### config.mk
export PLATFORM = sky130hd
export DESIGN_NAME = multi_timer
export DESIGN_NICKNAME = d
export VERILOG_FILES = /design/src/rtl/multi_timer.sv
export SDC_FILE = /design/constraint.sdc
export NUM_CORES = 1
export LEC_CHECK = 0
export ABC_AREA = 0
export BUFFER_PORTS_ARGS = -buffer_cell sky130_fd_sc_hd__buf_2
export CORE_ASPECT_RATIO = 1.1
export CORE_MARGIN = 3
export CORE_UTILIZATION = 60
export CTS_BUF_LIST = sky130_fd_sc_hd__clkbuf_16
export DETAILED_ROUTE_END_ITERATION = 7
export PLACE_DENSITY = 0.76
export SKIP_CTS_REPAIR_TIMING = 1
export SLEW_MARGIN = 20
export SYNTH_ARGS = -nofsm -noshare
export SYNTH_HDL_FRONTEND = slang
export SYNTH_SLANG_ARGS = --single-unit
export TNS_END_PERCENT = 30
### constraint.sdc
create_clock -name clk -period 3 [get_ports clk]
set_input_delay 0.45 -clock clk [delete_from_list [all_inputs] [get_ports clk]]
set_output_delay 0.45 -clock clk [all_outputs]
set_load 0.005 [all_outputs]
### src/rtl/multi_timer.sv
// Multi-channel down-counting timer peripheral: per-channel one-shot/periodic
// counters behind a small register map, with sticky W1C status and masked interrupts.
module multi_timer #(
  parameter int NUM_CH = 4,
  parameter int CNT_W  = 16,
  parameter int DATA_W = 16,
  parameter int ADDR_W = 8
) (
  input  logic              clk,
  input  logic              rst_n,
  input  logic [ADDR_W-1:0] addr,
  input  logic              wr,
  input  logic              rd,
  input  logic [DATA_W-1:0] wdata,
  output logic [DATA_W-1:0] rdata,
  output logic              rvalid,
  output logic [NUM_CH-1:0] intr_vec,
  output logic              intr
);

  typedef enum logic {IDLE, RUN} state_t;

  state_t             state    [NUM_CH];
  state_t             state_nx [NUM_CH];
  logic [CNT_W-1:0]   load     [NUM_CH];
  logic [CNT_W-1:0]   load_nx  [NUM_CH];
  logic [CNT_W-1:0]   count    [NUM_CH];
  logic [CNT_W-1:0]   count_nx [NUM_CH];
  logic [NUM_CH-1:0]  en, en_nx, per, per_nx, irq_en, irq_nx;
  logic [NUM_CH-1:0]  status, status_nx, expire;

  logic [ADDR_W-3:0]  ch_idx;
  logic [1:0]         reg_sel;
  logic               is_ch, is_stat, is_pend;
  logic [DATA_W-1:0]  rd_val;

  assign ch_idx  = addr[ADDR_W-1:2];
  assign reg_sel = addr[1:0];
  assign is_ch   = (ch_idx < (ADDR_W-2)'(NUM_CH));
  assign is_stat = (addr == ADDR_W'(8'h80));
  assign is_pend = (addr == ADDR_W'(8'h81));

  assign intr_vec = status & irq_en;
  assign intr     = |intr_vec;

  always_comb begin
    expire = '0;
    for (int unsigned c = 0; c < NUM_CH; c++) begin
      state_nx[c] = state[c];
      count_nx[c] = count[c];
      load_nx[c]  = load[c];
      en_nx[c]    = en[c];
      per_nx[c]   = per[c];
      irq_nx[c]   = irq_en[c];

      case (state[c])
        IDLE: begin
          if (en[c] && load[c] != '0) begin
            count_nx[c] = load[c];
            state_nx[c] = RUN;
          end
        end
        RUN: begin
          if (!en[c]) begin
            state_nx[c] = IDLE;
          end else if (count[c] > CNT_W'(1)) begin
            count_nx[c] = count[c] - CNT_W'(1);
          end else begin
            expire[c] = 1'b1;
            if (per[c] && load[c] != '0) begin
              count_nx[c] = load[c];
            end else begin
              count_nx[c] = '0;
              en_nx[c]    = 1'b0;
              state_nx[c] = IDLE;
            end
          end
        end
        default: state_nx[c] = IDLE;
      endcase

      // Software CTRL write is applied last so it overrides the hardware EN clear.
      if (wr && is_ch && ch_idx == (ADDR_W-2)'(c)) begin
        if (reg_sel == 2'd0) begin
          en_nx[c]  = wdata[0];
          per_nx[c] = wdata[1];
          irq_nx[c] = wdata[2];
        end else if (reg_sel == 2'd1) begin
          load_nx[c] = wdata[CNT_W-1:0];
        end
      end
    end

    status_nx = status;
    if (wr && is_stat)
      status_nx = status_nx & ~wdata[NUM_CH-1:0];
    status_nx = status_nx | expire;
  end

  always_comb begin
    rd_val = '0;
    if (is_ch) begin
      for (int unsigned c = 0; c < NUM_CH; c++) begin
        if (ch_idx == (ADDR_W-2)'(c)) begin
          case (reg_sel)
            2'd0:    rd_val = DATA_W'({irq_en[c], per[c], en[c]});
            2'd1:    rd_val = DATA_W'(load[c]);
            2'd2:    rd_val = DATA_W'(count[c]);
            default: rd_val = '0;
          endcase
        end
      end
    end else if (is_stat) begin
      rd_val = DATA_W'(status);
    end else if (is_pend) begin
      rd_val = DATA_W'(intr_vec);
    end
  end

  always_ff @(posedge clk or negedge rst_n) begin
    if (!rst_n) begin
      for (int unsigned c = 0; c < NUM_CH; c++) begin
        state[c] <= IDLE;
        count[c] <= '0;
        load[c]  <= '0;
      end
      en     <= '0;
      per    <= '0;
      irq_en <= '0;
      status <= '0;
      rdata  <= '0;
      rvalid <= 1'b0;
    end else begin
      for (int unsigned c = 0; c < NUM_CH; c++) begin
        state[c] <= state_nx[c];
        count[c] <= count_nx[c];
        load[c]  <= load_nx[c];
      end
      en     <= en_nx;
      per    <= per_nx;
      irq_en <= irq_nx;
      status <= status_nx;
      rvalid <= rd;
      if (rd)
        rdata <= rd_val;
    end
  end

endmodule
==> results_dict.tcl, run 1 <==
set metrics [dict create \
    status "completed" \
    synth-seq-area-share_pct 43.8 \
    max_freq_mhz 385 \
    drc 0 \
    grt_use_total_pct 34.4 \
    max_cap_violations 0 \
    final.setup_skew_ns 0.00673 \
    cts.sinks 165 \
    die_x_um 126 \
    dp_cells 1159 \
    gp_congestion 1.00 \
    netlist_area_um2 9430 \
    die_y_um 137 \
    path_cells "or3_1 -> or3_1 -> o21ai_2 -> nor2_1 -> a221o_1" \
    hold_viol 0 \
    numCtsBuffers 17 \
    grt_pass1_vias 8111 \
    final_area_um2 10500 \
    diodes 0 \
    syn_inst 948 \
    grt_max_degree 76 \
    rows 47 \
    cp.required_ns 3.32 \
    ys.flop_type "dfrtp_1" \
    wl_per_cell_um 24.9 \
    ir_worst_vdd_mv 0.428 \
    core_area_um2 15200 \
    nNetsFinal 1018 \
    clk_pin_slew_ns 0.07 \
    setup_viol 0 \
    drt-total-wl_mm 29.7 \
    crit_fanout 11 \
    power.density_nw_per_um2 598 \
    pin_count 50 \
    stdcell_count 1191 \
    dpl.hpwl_mm 21.0 \
    dr_total_vias 8750 \
    first_iter_violations 1369 \
    antenna_found_initial 3 \
    insertion_delay_ns 0.43 \
    path_delay_family "simple AND/OR/NAND/NOR gates" \
    cp.buffers_inverters 0 \
    critPathArrivalTime_ns 2.92 \
    synth_edf_count 0 \
    ant_nets 0 \
    async_reset_ff_share_pct 100 \
    rsz0062_at_grt "no" \
    cts_tree "built" \
    overflow 0 \
    drive_gt1_share_pct 18.1 \
    synth.avg_cell_area_um2 9.95 \
    cts_root_buf "clkbuf_16" \
    clockBufferDepth 2 \
    ys_warn_count 0 \
    r2r-start "count[24]" \
    worst_setup_path_start_kind "flop" \
    slowest_stage "or3_1" \
    total_leakage_power_nw 4.82 \
    slew_viol_final 0 \
    ys_types 77 \
    crit_start "count[24]" \
    port-buffer-count 49 \
    power.total_mw 6.29 \
    vias_per_cell 7.35 \
    htreeDepth 4 \
    drt_pass1_iterations 7 \
    die_area_um2 17300 \
    start_util_pct 61.9 \
    crit_top_cell "or3_1" \
    area_delta_synth_final_pct 11.7 \
    tightest_slew_ns 0.902 \
    finalWorstPathRequiredPeriod_ns 2.60 \
    fin_crit_sh_pct 86.5 \
    synth_seq_cells 165 \
    relSlewSlack_pct 39.4 \
    grt_first_pass_wirelength_mm 46.1 \
    fin_tns_setup_ns 0 \
    syn_nets 984 \
    postPlaceCellArea_um2 9900 \
    critPathCaptureType "flop" \
    crit_type "flop to flop" \
    slowest_delay_ns 0.58 \
    hold_class "primary input to async pin" \
]
per-stage QoR:
step	hold WS, ns	util [%]	worst slack [ns]
CTS	0.0703	69.1	0.436
global route	0.104	69.1	0.292
detailed placement	0.513	65.0	0.453
finish	0.0522	69.1	0.404
global placement	0.495	65.0	0.477
floorplan	0.154	-	0.770
logic make-up (layout without fill, tap and decap cells):
| group | count (synthesis) | in the layout | synth area share, % |
|---|---|---|---|
| muxes | 96 | 96 | 11.3 |
| and+or+nand+nor | 275 | 275 | 15.6 |
| buffers and inverters | 106 | 153 | 4.79 |
| AOI/OAI and AO/OA | 298 | 298 | 23.5 |
| adders and majority gates | 8 | 8 | 1.06 |
| DFF | 165 | 165 | 43.8 |
power breakdown:
part	total [mW]	switching, mW	internal (mW)
Clock	2.39	0.921	1.47
Combinational	1.36	0.869	0.489
Sequential	2.55	0.197	2.35
Total	6.29	1.99	4.31
layout by cell type (no fill, tap or decap), types with 5 or more instances in the layout:
| master | n |
|---|---|
| nor3_1 | 49 |
| dfrtp_1 | 165 |
| o211ai_1 | 6 |
| a21o_1 | 7 |
| ha_1 | 8 |
| a221oi_1 | 51 |
| buf_2 | 48 |
| mux2_2 | 55 |
| bufinv_16 | 5 |
| nand4_1 | 10 |
| nor4_1 | 35 |
| nor3b_1 | 7 |
| mux2_1 | 26 |
| nor2b_1 | 6 |
| clkbuf_16 | 17 |
| and2_1 | 11 |
| nor2_1 | 54 |
| a22o_1 | 5 |
| a221o_1 | 38 |
| a22oi_1 | 5 |
| nand3_1 | 20 |
| o21ai_0 | 59 |
| buf_4 | 26 |
| o22ai_1 | 12 |
| and3_1 | 7 |
| or4_1 | 8 |
| nand2_1 | 34 |
| o21ai_1 | 16 |
| o221ai_1 | 5 |
| or3_1 | 12 |
| a21oi_1 | 33 |
| mux2i_1 | 15 |
| o2bb2ai_1 | 12 |
| inv_1 | 44 |
final cells by class:
class	instances	area [µm²]
Clock inverter	15	210
Multi-Input combinational cell	677	4870
Sequential cell	165	4130
Inverter	44	165
Clock buffer	17	425
Fill cell	1174	4700
Timing Repair Buffer	77	487
Tap cell	196	245
synthesized netlist by cell type, types with 5 or more instances:
cell type  instances  area [µm²]
a21o_1             7        52.6
a21oi_1           33         165
a221o_1           38         380
a221oi_1          51         447
a22o_1             5        43.8
a22oi_1            5        37.5
and2_1            11        68.8
and3_1             7        43.8
buf_2              9        45.0
clkbuf_1          45         169
dfrtp_1          165        4130
ha_1               8         100
inv_1             43         161
mux2_1            26         293
mux2_2            55         619
mux2i_1           15         150
nand2_1           34         128
nand3_1           20         100
nand4_1           10        62.6
nor2_1            54         203
nor2b_1            8        50.1
nor3_1            49         245
nor3b_1            7        52.6
nor4_1            35         219
o211ai_1           6        45.0
o21ai_0           59         295
o21ai_1           16        80.1
o221ai_1           5        43.8
o22ai_1           12        75.1
o2bb2ai_1         12         105
or3_1             12        75.1
or4_1              8        60.1
flip-flops by register name, summed over array words and instances, names as in the netlist:
signal,flops
load,64
irq_en,4
rvalid,1
count,64
state,4
per,4
rdata,16
status,4
en,4
worst paths after layout:
kind	end	slack [ns]	depth (start not counted)
worst max-delay path	count[27]	0.40	5
worst min-delay path	count[20]	0.05	1
worst max register to register	count[27]	0.40	5
worst min register to register	rdata[4]	0.52	2
max in group asynchronous	count[48]	2.23	2
min in group clk	rvalid	0.34	1
layer usage:
metal	GRT usage [%]	wire length [µm]	up-vias
met1	45.5	11600	4266
met2	53.0	13400	579
met5	0	7	-
li1	-	-	3783
met4	18.9	1650	2
met3	7.87	3110	120
Power figures use the tool's default switching activity.
==> run 2, diff against run 1 <==
--- a/config.mk
+++ b/config.mk
@@ -10,7 +10,6 @@
 export CORE_ASPECT_RATIO = 1.1
 export CORE_MARGIN = 3
 export CORE_UTILIZATION = 60
-export CTS_BUF_LIST = sky130_fd_sc_hd__clkbuf_16
 export DETAILED_ROUTE_END_ITERATION = 7
 export PLACE_DENSITY = 0.76
 export SKIP_CTS_REPAIR_TIMING = 1
==> results_dict.tcl, run 2 (synthesized netlist as in run 1, its figures left out) <==
set metrics [dict create \
    path_cells "or4_1 -> or3_1 -> o21ai_2 -> nor2_1 -> a221o_1" \
    clk_pin_slew_ns 0.06 \
    tightest_slew_ns 0.831 \
    cp.required_ns 3.32 \
    setup_viol 0 \
    fin_crit_sh_pct 86.7 \
    htreeDepth 4 \
    cts.sinks 165 \
    ir_worst_vdd_mv 0.425 \
    power.density_nw_per_um2 601 \
    slowest_stage "or4_1" \
    layout.cells.most_common "dfrtp_1" \
    final_core_util_pct 69.3 \
    wl_per_cell_um 25.0 \
    relSlewSlack_pct 44.2 \
    cts_root_buf "clkbuf_16" \
    clockBufferDepth 2 \
    total_leakage_power_nw 4.82 \
    first_iter_violations 1333 \
    grt_first_pass_wirelength_mm 46.3 \
    cp.depth 5 \
    overflow 0 \
    slowest_delay_ns 0.55 \
    die_x_um 126 \
    fin_tns_setup_ns 0 \
    drt_pass1_iterations 8 \
    dr_total_vias 8724 \
    reg_top3 "count: 64 flops, load: 64 flops, rdata: 16 flops" \
    slew_viol_final 0 \
    drive_gt1_share_pct 18.3 \
    drc 10 \
    critPathCaptureType "flop" \
    drt-total-wl_mm 29.7 \
    insertion_delay_ns 0.43 \
    path_delay_family "simple AND/OR/NAND/NOR gates" \
    hold_class "primary input to async pin" \
    diodes 0 \
    hold_viol 0 \
    ff2ff_path_depth 5 \
    grt_max_degree 76 \
    antenna_found_initial 2 \
    cp.buffers_inverters 0 \
    dpl.hpwl_mm 21.0 \
    ant_nets 0 \
    rsz0062_at_grt "no" \
    layout_common_cells "165 x dfrtp_1, 59 x o21ai_0, 55 x mux2_2" \
    grt_pass1_vias 8137 \
    max_freq_mhz 384 \
    numCtsBuffers 17 \
    crit_fanout 11 \
    grt_use_total_pct 34.6 \
    pin_count 50 \
    finalWorstPathRequiredPeriod_ns 2.60 \
    die_y_um 137 \
    crit_type "flop to flop" \
    final.setup_skew_ns 0.00783 \
    rows 47 \
    status "finished with violations" \
    core_area_um2 15200 \
    worst_setup_path_start_kind "flop" \
    timing.hold.ws_ns 0.0543 \
    cts_tree "built" \
    area_delta_synth_final_pct 11.9 \
    die_area_um2 17300 \
    failed_checks "design-rule violations" \
    critPathArrivalTime_ns 2.92 \
    gp_congestion 1.00 \
    nNetsFinal 1018 \
    port-buffer-count 49 \
    start_util_pct 61.9 \
    max_cap_violations 0 \
    vias_per_cell 7.32 \
]
[run 2: through the flow]
step                area [µm²]  worst slack [ns]  total power [mW]  std cells
finish                   10600             0.399              6.35       1191
global route             10600             0.292              6.61       1191
CTS                      10600             0.436              6.33       1191
detailed placement        9900             0.453              3.89       1159
global placement          9900             0.477              3.87       1159
floorplan                 9430             0.770              3.47        948
[run 2: power by group]
group | switching, mW | total, mW | leakage, nW | internal [mW]
clock network | 0.920 | 2.44 | 0.321 | 1.52
registers | 0.196 | 2.55 | 2.27 | 2.35
logic | 0.867 | 1.36 | 2.23 | 0.489
[run 2: layer usage]
layer / vias to the layer above / part of all wire (%) / GRT usage [%]
met5: - / 0.024 / 0
met4: 2 / 6.0 / 18.8
met3: 126 / 11 / 8.10
met2: 553 / 45 / 53.7
met1: 4259 / 38 / 45.1
li1: 3784 / - / -
[run 2: final timing paths]
| kind | start | endpoint | slack [ns] |
|---|---|---|---|
| setup / recovery | count[29] | count[27] | 0.40 |
| hold / removal | rst_n | count[20] | 0.05 |
| max in group asynchronous | rst_n | count[48] | 2.22 |
| hold reg to reg | rdata[4] | rdata[4] | 0.52 |
| min in group clk | wdata[7] | load[23] | 0.36 |
| setup reg to reg | count[29] | count[27] | 0.40 |
[run 2: cell type report]
cell class / count / area [µm²]
Clock buffer: 20 / 457
Sequential cell: 165 / 4130
Clock inverter: 12 / 199
Multi-Input combinational cell: 677 / 4870
Timing Repair Buffer: 77 / 487
Inverter: 44 / 165
Tap cell: 196 / 245
Fill cell: 1172 / 4680
==> run 3, diff against run 2 <==
--- a/config.mk
+++ b/config.mk
@@ -8,7 +8,6 @@
 export ABC_AREA = 0
 export BUFFER_PORTS_ARGS = -buffer_cell sky130_fd_sc_hd__buf_2
 export CORE_ASPECT_RATIO = 1.1
-export CORE_MARGIN = 3
 export CORE_UTILIZATION = 60
 export DETAILED_ROUTE_END_ITERATION = 7
 export PLACE_DENSITY = 0.76
==> results_dict.tcl, run 3 (synthesized netlist as in run 1, its figures left out) <==
set metrics [dict create \
    grt_use_met1_pct 52.2 \
    pin_count 50 \
    first_iter_violations 1186 \
    final_core_util_pct 69.0 \
    wl_per_cell_um 25.0 \
    clk_pin_slew_ns 0.07 \
    met3_usage_pct 7.96 \
    layout_common_cells "165 x dfrtp_1, 59 x o21ai_0, 55 x mux2_2" \
    power.density_nw_per_um2 591 \
    setup_viol 0 \
    cts_root_buf "clkbuf_16" \
    htreeDepth 4 \
    overflow 0 \
    relSlewSlack_pct 47.5 \
    critPathArrivalTime_ns 2.89 \
    slowest_delay_ns 0.57 \
    fin_tns_setup_ns 0 \
    grt_use_total_pct 38.1 \
    ant_nets 0 \
    use_met2_pct 57.6 \
    nNetsFinal 1017 \
    crit_type "flop to flop" \
    drt-total-wl_mm 29.8 \
    cts.sinks 165 \
    crit_fanout 14 \
    cp.required_ns 3.32 \
    tightest_slew_ns 0.782 \
    grt_first_pass_wirelength_mm 46.1 \
    grt_pass1_vias 8108 \
    finalWorstPathRequiredPeriod_ns 2.57 \
    grt.busiest_layer "met2" \
    area_delta_synth_final_pct 11.4 \
    multiInputGateArea_um2 4870 \
    path_cells "or3_1 -> or3_1 -> o21ai_4 -> o21ai_0 -> a221o_1" \
    dpl.hpwl_mm 21.1 \
    reg_top3 "count: 64 flops, load: 64 flops, rdata: 16 flops" \
    crit_top_cell "or3_1" \
    layout.cells.most_common "dfrtp_1" \
    rsz0062_at_grt "no" \
    status "completed" \
    stdcell_count 1191 \
    numCtsBuffers 17 \
    dr_total_vias 8714 \
    critPathCaptureType "flop" \
    rows 47 \
    antenna_found_initial 1 \
    slew_viol_final 0 \
    die_y_um 133 \
    hold_viol 0 \
    cts_tree "built" \
    drc 0 \
    total_leakage_power_nw 4.78 \
    ir_worst_vdd_mv 0.347 \
    die_x_um 122 \
    seq_area_um2 4130 \
    clockBufferDepth 2 \
    gp_congestion 0.971 \
    vias_per_cell 7.32 \
    fin_crit_sh_pct 85.5 \
    final.setup_skew_ns 0.00792 \
    fillerInstances 1185 \
    port-buffer-count 49 \
    insertion_delay_ns 0.44 \
    postPlaceCellArea_um2 9890 \
    die_area_um2 16200 \
    grt_max_degree 68 \
    hold_class "primary input to async pin" \
    power.total_mw 6.21 \
    drt_pass1_iterations 6 \
    worst_setup_path_start_kind "flop" \
    drive_gt1_share_pct 18.0 \
    max_cap_violations 0 \
    dp_cells 1158 \
    start_util_pct 61.9 \
    core_area_um2 15200 \
    slowest_stage "or3_1" \
    final_area_um2 10500 \
    max_freq_mhz 390 \
]
run 3: where the power goes:
part	switching [mW]	total [mW]	leakage (nW)	internal, mW
registers	0.195	2.54	2.27	2.35
clock network	0.920	2.31	0.291	1.39
logic	0.864	1.35	2.22	0.483
total	1.98	6.21	4.78	4.23
run 3: final timing paths:
path / to / depth (start not counted) / from / slack, ns
worst min register to register: rdata[7] / 2 / rdata[7] / 0.52
worst max-delay path: count[20] / 5 / count[24] / 0.43
min in group clk: rvalid / 1 / rd / 0.35
worst max register to register: count[20] / 5 / count[24] / 0.43
worst min-delay path: count[28] / 1 / rst_n / 0.02
max in group asynchronous: load[3] / 2 / rst_n / 2.24
run 3: final cells by class:
class	instances	share of cell area [%]
timing repair buffer	76	4.56
inverter	44	1.57
antenna	1	0.0238
clock buffer	20	4.16
clock inverter	12	1.70
sequential	165	39.3
tap	196	2.33
multi-input combinational	677	46.3
run 3: routing by layer:
layer,wire (µm),up-vias,share of wire (%)
met1,11800,4277,40
met3,2840,101,9.5
met4,1500,0,5.0
met5,0,-,0
li1,-,3785,-
met2,13600,551,46
run 3: stage by stage:
stage | setup WS, ns | hold WS (ns)
2_1_floorplan | 0.770 | 0.154
3_3_place_gp | 0.535 | 0.503
3_5_place_dp | 0.503 | 0.505
4_1_cts | 0.465 | 0.0495
5_1_grt | 0.301 | 0.0609
6_report | 0.434 | 0.0230
run 3: critical path: cells and delay by family, from the launching register on:
family / cells / cell delay (ns)
AO/OA/AOI/OAI: 3 / 0.94
flip-flops: 1 / 0.46
AND/OR/NAND/NOR: 2 / 1.06
